<file path="config.mk">
export PLATFORM = sky130hd
export DESIGN_NAME = morse_scheduler
export DESIGN_NICKNAME = d
export VERILOG_FILES = /design/src/rtl/morse_scheduler.sv
export SDC_FILE = /design/constraint.sdc
export NUM_CORES = 1
export LEC_CHECK = 0
export ABC_AREA = 1
export CAP_MARGIN = 10
export CORE_MARGIN = 3
export CORE_UTILIZATION = 50
export CTS_CLUSTER_SIZE = 24
export DETAILED_ROUTE_END_ITERATION = 16
export PLACE_DENSITY = 0.75
export REMOVE_ABC_BUFFERS = 1
export SYNTH_ARGS = -nofsm -noshare
export SYNTH_HDL_FRONTEND = slang
export SYNTH_SLANG_ARGS = --single-unit
</file>
<file path="constraint.sdc">
create_clock -name clk_24 -period 1.81 [get_ports clk_24]
set_input_delay 0.2715 -clock clk_24 [delete_from_list [all_inputs] [get_ports clk_24]]
set_output_delay 0.2715 -clock clk_24 [all_outputs]
set_load 0.01 [all_outputs]
</file>
<file path="src/rtl/morse_scheduler.sv">
// Element-timing controller: pops one character from the show-ahead FIFO and
// sequences dots, dashes and symbol/letter/word gaps on a single registered key.
module morse_scheduler #(
    parameter int unsigned UNIT_CYCLES = 1_200_000,
    parameter logic [7:0]  ASCII_SPACE = 8'd32
) (
    input  logic       clk_24,
    input  logic       rst,
    input  logic       abort,
    input  logic       char_valid,
    input  logic [7:0] char_data,
    input  logic [6:0] morse_code,
    input  logic [2:0] morse_len,
    output logic       char_rd,
    output logic       key,
    output logic       busy
);

    localparam int unsigned PW = (UNIT_CYCLES > 1) ? $clog2(UNIT_CYCLES) : 1;

    typedef enum logic [2:0] {
        S_IDLE,
        S_LOOKUP,
        S_MARK,
        S_GAP_SYM,
        S_GAP_CHAR,
        S_GAP_WORD
    } state_t;

    state_t          r_state;
    logic [PW-1:0]   r_presc;
    logic [1:0]      r_ucnt;
    logic [2:0]      r_idx;
    logic [6:0]      r_code;
    logic [2:0]      r_len;
    logic            r_key;
    logic            r_char_rd;
    logic            r_busy;

    state_t          w_next;
    logic [1:0]      w_units;
    logic            w_latch;
    logic            w_idx_inc;
    logic            w_enter;
    logic            w_tick;
    logic            w_expire;

    assign w_tick   = (r_presc == PW'(UNIT_CYCLES - 1));
    assign w_expire = w_tick && (r_ucnt == 2'd1);

    // Next-state, unit load value and datapath strobes.
    always_comb begin
        w_next    = r_state;
        w_units   = 2'd0;
        w_latch   = 1'b0;
        w_idx_inc = 1'b0;

        case (r_state)
            S_IDLE: begin
                if (char_valid) begin
                    w_next = S_LOOKUP;
                end
            end
            S_LOOKUP: begin
                w_latch = 1'b1;
                if (char_data == ASCII_SPACE) begin
                    // 4 units loads as 0; the 2-bit counter wraps 0->3->2->1.
                    w_next  = S_GAP_WORD;
                    w_units = 2'd0;
                end else if (morse_len == 3'd0) begin
                    w_next = S_IDLE;
                end else begin
                    w_next  = S_MARK;
                    w_units = morse_code[0] ? 2'd3 : 2'd1;
                end
            end
            S_MARK: begin
                if (w_expire) begin
                    w_idx_inc = 1'b1;
                    if (3'(r_idx + 3'd1) == r_len) begin
                        w_next  = S_GAP_CHAR;
                        w_units = 2'd3;
                    end else begin
                        w_next  = S_GAP_SYM;
                        w_units = 2'd1;
                    end
                end
            end
            S_GAP_SYM: begin
                if (w_expire) begin
                    w_next  = S_MARK;
                    w_units = r_code[r_idx] ? 2'd3 : 2'd1;
                end
            end
            S_GAP_CHAR, S_GAP_WORD: begin
                if (w_expire) begin
                    w_next = S_IDLE;
                end
            end
            default: begin
                w_next = S_IDLE;
            end
        endcase

        if (abort) begin
            w_next    = S_IDLE;
            w_units   = 2'd0;
            w_latch   = 1'b0;
            w_idx_inc = 1'b0;
        end

        w_enter = (w_next != r_state);
    end

    // State, counters, latches and registered outputs.
    always_ff @(posedge clk_24) begin
        if (!rst) begin
            r_state   <= S_IDLE;
            r_presc   <= '0;
            r_ucnt    <= 2'd0;
            r_idx     <= 3'd0;
            r_code    <= 7'd0;
            r_len     <= 3'd0;
            r_key     <= 1'b0;
            r_char_rd <= 1'b0;
            r_busy    <= 1'b0;
        end else begin
            r_state   <= w_next;
            r_key     <= (w_next == S_MARK);
            r_char_rd <= (w_next == S_LOOKUP);
            r_busy    <= (w_next != S_IDLE);

            if (w_enter || (r_state == S_IDLE)) begin
                r_presc <= '0;
                r_ucnt  <= w_units;
            end else if (w_tick) begin
                r_presc <= '0;
                r_ucnt  <= r_ucnt - 2'd1;
            end else begin
                r_presc <= PW'(r_presc + 1'b1);
            end

            if (w_latch || abort) begin
                r_idx <= 3'd0;
            end else if (w_idx_inc) begin
                r_idx <= 3'(r_idx + 3'd1);
            end

            if (w_latch) begin
                r_code <= morse_code;
                r_len  <= morse_len;
            end
        end
    end

    assign key     = r_key;
    assign char_rd = r_char_rd;
    assign busy    = r_busy;

endmodule

</file>
==> results.md <==
- Status: finished, violations left
- Violated checks: setup timing
- Measured slew at the worst slew-check pin: 341 ps
- Final Non-Filler Cells: 452
- PwrDens: 596 mW/mm^2
- Number of global-route vias before repair: 2192
- Combinational share of power: 0.091
- Ys Warns: 0
- First-pass GRT wire length: 9.63 mm
- Area growth syn-to-layout: 48.4%
- Die height: 73.7 um
- WL final: 5.96 mm
- Clk pwr share: 0.443
- Hold Path Sink: r_len[1]$_SDFFE_PN0P_
- RD Place Congestion: 0.864
- Dpl ws: -343 ps
- GR Overflow Total: 0
- Clock tree sinks: 42
- Worst-Skew Late Latency: 310 ps
- Max Fclk: 465 MHz
- Worst-path fanout max: 6
- Design internal power: 1590 uW
- Vias: 2320
- CP required: 2050 ps
- Share of total power in sequential cells: 0.466
- Row cnt: 23
- Initial antenna violation count: 0
- Final hold vios: 0
- Largest net degree at the start of global routing: 15
- Final core occ: 0.809
- Post-route DRC: 0
- P_sw: 438 uW
- Routed length per placed instance: 13.2 um
- Core ar.: 0.00420 mm^2
- Starting DRT DRC Count: 153
- Number of routed nets with antenna violations: 0
- Vias/cell: 5.13
- CP Launch Type: flip-flop
- # setup viols final: 26
- Sequential share of the synthesized area: 0.367
- CP endpoint kind: flip-flop
- Port bufs: 24
- Initial Utilization: 0.545
- Root Buffer: clkbuf_8
- CTS tree: done
- RSZ-0062 raised after global routing: true
- Mapped Area: 0.00229 mm^2
- Avg Cell Area, Syn: 7.49 um^2
- Worst hold path type: flip-flop to flip-flop
- Share of cells above drive strength 1: 0.348
- Pwr Total: 2030 uW
- Crit Reg-Reg Endpoint: r_presc[6]$_SDFF_PP0_
- Yosys reg bits: 42
- Crit path from: r_presc[1]$_SDFF_PP0_
- R2R setup slack: -340 ps
- Fin Setup TNS: -7040 ps
- Cell variety after synth: 31
- Worst-case clock buffer depth: 2
- Setup CP Type: flip-flop to flip-flop
- Period minus WS final: 2150 ps
- Crit path DAT: 2390 ps
- CTS buffer count: 5
- TritonRoute pass-1 iters: 4
- Total GRT Usage: 0.228
- Max_cap viols: 0
- Worst hold path depth: 2
- Max Clock Skew: 10.1 ps
- Max-slew headroom: 0.772
- Diodes inserted: 0
- Final Slew Violations: 0
- # nets final: 426
- Gate Count Post-Synth: 306
- Ports: 25
- H-tree levels: 2
- Worst Slack Setup Final: -340 ps
- Die area: 0.00543 mm^2
- Worst r2r path cells: 14
- Worst IR Drop VDD: 0.585 mV
- Crit Reg-Reg Startpoint: r_presc[1]$_SDFF_PP0_
- Cells after DPL: 436
- P_leak: 0.00135 uW
- Sw Share: 0.216
- Die W: 73.7 um
- Clock transition at path regs: 90 ps
- Post-DP HPWL: 3.97 mm
- Worst hold start: r_len[1]$_SDFFE_PN0P_
- Tcrit/Tclk final: 1.19
-- power by group through the flow --
| stage | registers [uW] | clock network, uW | logic, uW |
|---|---|---|---|
| 3_5_place_dp | 965 | 0 | 161 |
| 5_1_grt | 945 | 956 | 202 |
| 4_1_cts | 944 | 895 | 174 |
| 2_1_floorplan | 966 | 0 | 64.6 |
| 6_report | 944 | 897 | 185 |
| 3_3_place_gp | 965 | 0 | 159 |
-- Yosys cell counts (all sizes together) --
| cell type | number | share of area |
|---|---|---|
| ha | 3 | 0.016 |
| nand4 | 4 | 0.011 |
| o21bai | 1 | 0.0033 |
| buf | 4 | 0.015 |
| nor3 | 8 | 0.022 |
| clkbuf | 1 | 0.0016 |
| o21ai | 14 | 0.031 |
| nand3 | 26 | 0.074 |
| inv | 35 | 0.057 |
| nand2 | 51 | 0.088 |
| o211ai | 1 | 0.0033 |
| o31ai | 1 | 0.0033 |
| a21oi | 15 | 0.033 |
| nor3b | 1 | 0.0033 |
| or2 | 4 | 0.011 |
| dfxtp | 42 | 0.37 |
| xnor2 | 9 | 0.034 |
| and3 | 2 | 0.0055 |
| xor2 | 11 | 0.042 |
| nand3b | 2 | 0.0066 |
| nor2 | 69 | 0.17 |
| a31oi | 2 | 0.0055 |
-- critical path, cell delays in order (launching register included) --
cell and delay (ps):
dfxtp_2 360, ha_4 150, nand3_4 120, nor3_4 210, nand3_2 150, a21oi_2 190
nand2_2 90, nand2_2 70, nand2_1 60, nand2_1 70, nand2_2 70, nor2_4 110
nand3_4 150, buf_8 200, nor2_2 90
-- routing by layer --
| layer | part of all wire | routed length [um] | up-vias | track usage |
|---|---|---|---|---|
| met4 | 0.019 | 114 | 0 | 0.0885 |
| met3 | 0.040 | 238 | 12 | 0.0451 |
| met5 | 0 | 0 | - | 0 |
| met2 | 0.50 | 2960 | 46 | 0.385 |
| li1 | - | - | 1170 | - |
| met1 | 0.44 | 2650 | 1092 | 0.283 |
-- worst max-delay path by stage --
stage | slack, ps | end | cells after the start
floorplan | -410 | r_presc[8]$_SDFF_PP0_ | 13
global placement | -290 | r_presc[15]$_SDFF_PP0_ | 14
detailed placement | -340 | r_presc[14]$_SDFF_PP0_ | 14
CTS | -190 | r_presc[3]$_SDFF_PP0_ | 16
global route | -470 | r_presc[6]$_SDFF_PP0_ | 14
finish | -340 | r_presc[6]$_SDFF_PP0_ | 14
-- layout make-up --
cell class,count,area [um^2]
clock inverter,3,68.8
sequential,42,847
tap,50,62.6
multi-input combinational,224,1430
inverter,35,131
fill,264,801
clock buffer,5,68.8
timing repair buffer,93,793
-- state kept, by name (all words and copies together) (netlist names) --
| name | flops |
|---|---|
| r_state | 3 |
| r_idx | 3 |
| key | 1 |
| r_code | 7 |
| busy | 1 |
| char_rd | 1 |
| r_presc | 21 |
| r_len | 3 |
| r_ucnt | 2 |
-- placed cells by master (no fill, tap or decap), drive strengths merged --
cell type	count
xor2	11
nor2	69
xnor2	9
dfxtp	42
inv	35
nand4	4
a21oi	15
nand2	51
clkdlybuf4s50	24
nand3b	2
buf	69
clkinv	1
or2	4
o211ai	1
o21ai	14
o31ai	1
bufinv	2
ha	3
nand3	26
nor3	8
nor3b	1
clkbuf	5
o21bai	1
a31oi	2
and3	2
-- what timing repair did --
item                                    4_1_cts  5_1_grt
pin swaps                                     8       10
setup buffers                                 5        5
gates resized for setup                      27       20
endpoints found under the setup margin       24       27
hold buffers                                  0        0
-- cells by family after synthesis --
family / after synthesis / synth area share
and+or+nand+nor: 167 / 0.387
DFF: 42 / 0.367
buffers and inverters: 40 / 0.0743
AOI/OAI and AO/OA: 34 / 0.0786
xor gates and xnor gates: 20 / 0.0765
adders and majority gates: 3 / 0.0164
-- per-stage QoR --
step                cell area, um^2  hold WS, ps
floorplan                      2250          392
global placement               3010          455
detailed placement             3010          461
CTS                            3300          473
global route                   3400          501
finish                         3400          468
No activity file was read; power rests on OpenSTA's default activity.
==> RTL edit 1: new RTL, config.mk and constraints unchanged <==
Re-encode `state_t` (6 states) as Gray code, 3 bits wide.
--- a/src/rtl/morse_scheduler.sv
+++ b/src/rtl/morse_scheduler.sv
@@ -20,10 +20,10 @@
 
     typedef enum logic [2:0] {
-        S_IDLE,
-        S_LOOKUP,
-        S_MARK,
-        S_GAP_SYM,
-        S_GAP_CHAR,
-        S_GAP_WORD
+        S_IDLE     = 3'b000,
+        S_LOOKUP   = 3'b001,
+        S_MARK     = 3'b011,
+        S_GAP_SYM  = 3'b010,
+        S_GAP_CHAR = 3'b110,
+        S_GAP_WORD = 3'b111
     } state_t;
 
Function: same outputs for any inputs over 10 cycles, from zero or initial values and one cycle with rst low; not proved beyond that.
==> RTL edit 1 against the original RTL <==
  * The flow still finishes with violations (negative setup slack)
  * Setup slack improved by 0.065 ns
  * Routed wire length increased by 31%
  * Sequential cell count unchanged
  * Critical path depth decreased by 1
  * Design area increased by 2.8%
  * Synthesized area decreased by 1.1%
  * Total power decreased by 13%
  * Non-clock buffer count increased by 4
  * Critical endpoint is now r_presc[16]$_SDFF_PP0_
  * Largest cell class unchanged
  * Largest power group unchanged
==> RTL edit 1: results (changes against the original RTL) <==
metric	value	unit	change
fin_ws	-0.2754	ns	+0.06504 ns
cp.arrival	2.27	ns	-0.12 ns
status	complete, but fails checks		
grt_pass1_wl	10.01	mm	+3.9%
reg2reg_depth	13		-1
synth_xor_area_frac	0.07344		-0.003021
hpwlAfterDp	4.303	mm	+8.5%
cts.repair.resized	38		+41%
synth_compound_area_frac	0.1044		+0.02572
violations	negative setup slack		
synth_adder_area_share	0.01657		+0.0001809
synth_commonest_cells	nand2_1 (53), dfxtp_1 (42), nor2_1 (42), inv_1 (35), nand3_1 (28)		
drtIter0Drc	360		+140%
dr_wl_met3	746	um	+210%
cp_max_fo	5		-1
finClkSkew	0.005891	ns	-0.004220 ns
gp_congestion	0.8952		+3.6%
tightest_slew	0.4343	ns	+0.09301 ns
grt_util_all_layers	0.2385		+0.01062
post-cts-setup-buffers	10		+5
setup_viol	27		+3.8%
fillers	237		-10%
wl_met2	3.796	mm	+28%
fin_hold_ws	0.4588	ns	-0.009636 ns
cp-endpoint	r_presc[16]$_SDFF_PP0_		
finalNetCount	446		+4.7%
[RTL edit 1: kinds of logic after synthesis]
logic type,after synthesis
fa+ha+maj,3
simple gates,163
xor+xnor,19
buf+inv,55
compound gates,43
flops,42
[RTL edit 1: final cells by class]
type | count | area (um2) | area share
repair buffers | 97 | 849.6 | 0.2429
clock buffers | 5 | 68.82 | 0.01968
flip-flops and latches | 42 | 853.3 | 0.2440
inverters | 47 | 178.9 | 0.05116
clock inverters | 2 | 10.01 | 0.002862
multi-input cells | 228 | 1474 | 0.4215
well taps | 50 | 62.56 | 0.01789
[RTL edit 1: power breakdown]
part,total [uW],internal (uW),switching [uW]
Clock,584,259,325
Sequential,948,939,8.60
Combinational,232,118,114
Total,1760,1320,448
[RTL edit 1: layer usage]
layer | track usage | vias to the layer above
li1 | - | 1231
met2 | 0.3962 | 189
met5 | 0 | -
met4 | 0.1046 | 0
met3 | 0.05198 | 63
met1 | 0.2960 | 1229
==> RTL edit 2: new RTL, config.mk and constraints unchanged <==
Made on the original files. The parameter `ASCII_SPACE` goes from 8'd32 to 8'd31.
--- a/src/rtl/morse_scheduler.sv
+++ b/src/rtl/morse_scheduler.sv
@@ -3,5 +3,5 @@
 module morse_scheduler #(
     parameter int unsigned UNIT_CYCLES = 1_200_000,
-    parameter logic [7:0]  ASCII_SPACE = 8'd32
+    parameter logic [7:0]  ASCII_SPACE = 8'd31
 ) (
     input  logic       clk_24,
Function: changed (Yosys sat finds a counterexample within 4 cycles, from zero or initial values and one cycle with rst low).
==> RTL edit 2 against the original RTL <==
  * The run still ends with negative setup slack left
  * Sequential cell count unchanged
  * Routed wire length grew 9.9%
  * Synthesized area fell by 3.3%
  * Design area shrank 1.0%
  * Setup slack lost 0.0083 ns
  * Sequential power about the same
  * Total power is 16% lower
  * Synthesized cell count down 0.33%
  * Cell count increased by 0.44%
==> RTL edit 2: results (changes against the original RTL) <==
metric	value	unit	change
dpl-instance-area	0.003005	mm2	-0.25%
worstHoldStart	r_len[2]$_SDFFE_PN0P_		
switching_share	0.2358		+0.01978
wire_per_inst	14.43	um	+9.4%
slew_headroom	0.7650		-0.006759
violations	negative setup slack		
hold_class	reg2reg		
finalNetCount	429		+0.70%
vias_per_cell	5.366		+4.5%
clk_pin_slew	0.07	ns	-0.02 ns
synthDistinctLibCells	31		unchanged
yosys-top-cells-area	dfxtp_1 (38%), nand2_1 (7.8%), nor2_1 (7.5%)		
regToRegStartpoint	r_presc[8]$_SDFF_PP0_		
cp_max_fo	7		+1
peakVddDrop	632.0	uV	+8.1%
drtIter0Drc	216		+41%
synth_commonest_cells	nand2_1 (46), nor2_1 (44), dfxtp_1 (42), inv_1 (35)		
drtPass1Iterations	5		+1
cp.arrival	2.39	ns	about the same
setup_viol	23		-12%
clock_latency	0.30	ns	
cp_slowest_cell	dfxtp_1		
clock_path_buffers	2		unchanged
ys_seq_area_frac	0.3797		+0.01265
finClkSkew	0.009831	ns	-0.0002802 ns
max_stage_delay	0.35	ns	
gp_congestion	0.9001		+4.2%
fin_ws	-0.3488	ns	-0.008316 ns
hpwlAfterDp	3.999	mm	+0.86%
place_ws	-0.2761	ns	+0.06725 ns
grt_pass1_vias	2266		+3.4%
drive_above_1_share	0.3688		+0.02055
grt_util_all_layers	0.2379		+0.009936
status	complete, but fails checks		
setup-tns-final	-7.294	ns	-0.2519 ns
grt_pass1_wl	10.03	mm	+4.2%
fillers	241		-8.7%
[RTL edit 2: changes by cell type in the layout (fill, tap and decap cells not counted), moves of 4 or more]
cell	change
nor2_2	+8
nor2_4	-11
buf_4	+4
nand2_1	-5
[RTL edit 2: final timing paths]
| kind | slack (ns) | cells past startpoint | end |
|---|---|---|---|
| worst max register to register | -0.35 | 15 | r_presc[9]$_SDFF_PP0_ |
| worst max-delay path | -0.35 | 15 | r_presc[9]$_SDFF_PP0_ |
| worst min-delay path | 0.48 | 2 | r_len[2]$_SDFFE_PN0P_ |
| worst min register to register | 0.48 | 2 | r_len[2]$_SDFFE_PN0P_ |
[RTL edit 2: routing by layer]
layer / track usage / wire (um) / vias to the layer above / part of all wire
met5: 0 / 0 / - / 0
met4: 0.05328 / 183 / 0 / 0.028
met3: 0.05125 / 369 / 25 / 0.056
met2: 0.4168 / 3254 / 99 / 0.50
met1: 0.2973 / 2746 / 1143 / 0.42
li1: - / - / 1169 / -
[RTL edit 2: cell families after synthesis]
kind of cell	share of synthesized area
AND/OR/NAND/NOR	0.3650
XOR/XNOR	0.07910
adder cells (fa/ha/maj)	0.01695
flip-flops	0.3797
AO/OA/AOI/OAI	0.08418
buffers and inverters	0.07514
[RTL edit 2: per-stage QoR]
step,utilization,hold slack (ns),total power (uW),instances
final,0.8122,0.4786,1707,454
after floorplan,-,0.3922,1028,300
after detailed placement,0.7252,0.4662,1124,442
after global routing,0.8122,0.5048,1770,454
after global placement,0.7252,0.4597,1122,442
after CTS,0.7808,0.4762,1698,451
[RTL edit 2: timing repair]
action | 4_1_cts | 5_1_grt
pin swaps | 2 | 5
endpoints found under the setup margin | 26 | 29
gates cloned | 0 | 1
gates resized for setup | 34 | 23
hold buffers | 0 | 0
setup buffers | 3 | 3
[RTL edit 2: final cells by class]
class                      instances  area [um2]  share of cell area
clock buffer                       7       76.32             0.02268
inverter                          35       131.4             0.03903
multi-input combinational        223        1416              0.4208
sequential                        42       849.6              0.2524
tap                               50       62.56             0.01859
timing repair buffer              97       829.5              0.2465
[RTL edit 2: worst reg2reg max path, stage by stage (launching register included)]
cell	delay, ns
dfxtp_1	0.35
nand2_1	0.16
nor2_1	0.17
nand2_1	0.08
nor2_1	0.12
nand3_2	0.13
a21oi_2	0.19
nand2_2	0.09
nand2_1	0.08
nand2_1	0.07
nand2_2	0.07
nand2_2	0.07
nor2_4	0.11
nand3_4	0.12
clkbuf_16	0.21
nor2_4	0.07
[RTL edit 2: power by group through the flow]
stage                     logic (uW)  clock network [uW]  registers [uW]
after detailed placement         159                   0             965
after floorplan                 61.3                   0             966
after global routing             210                 614             946
after CTS                        173                 581             944
final                            194                 569             945
after global placement           157                   0             965
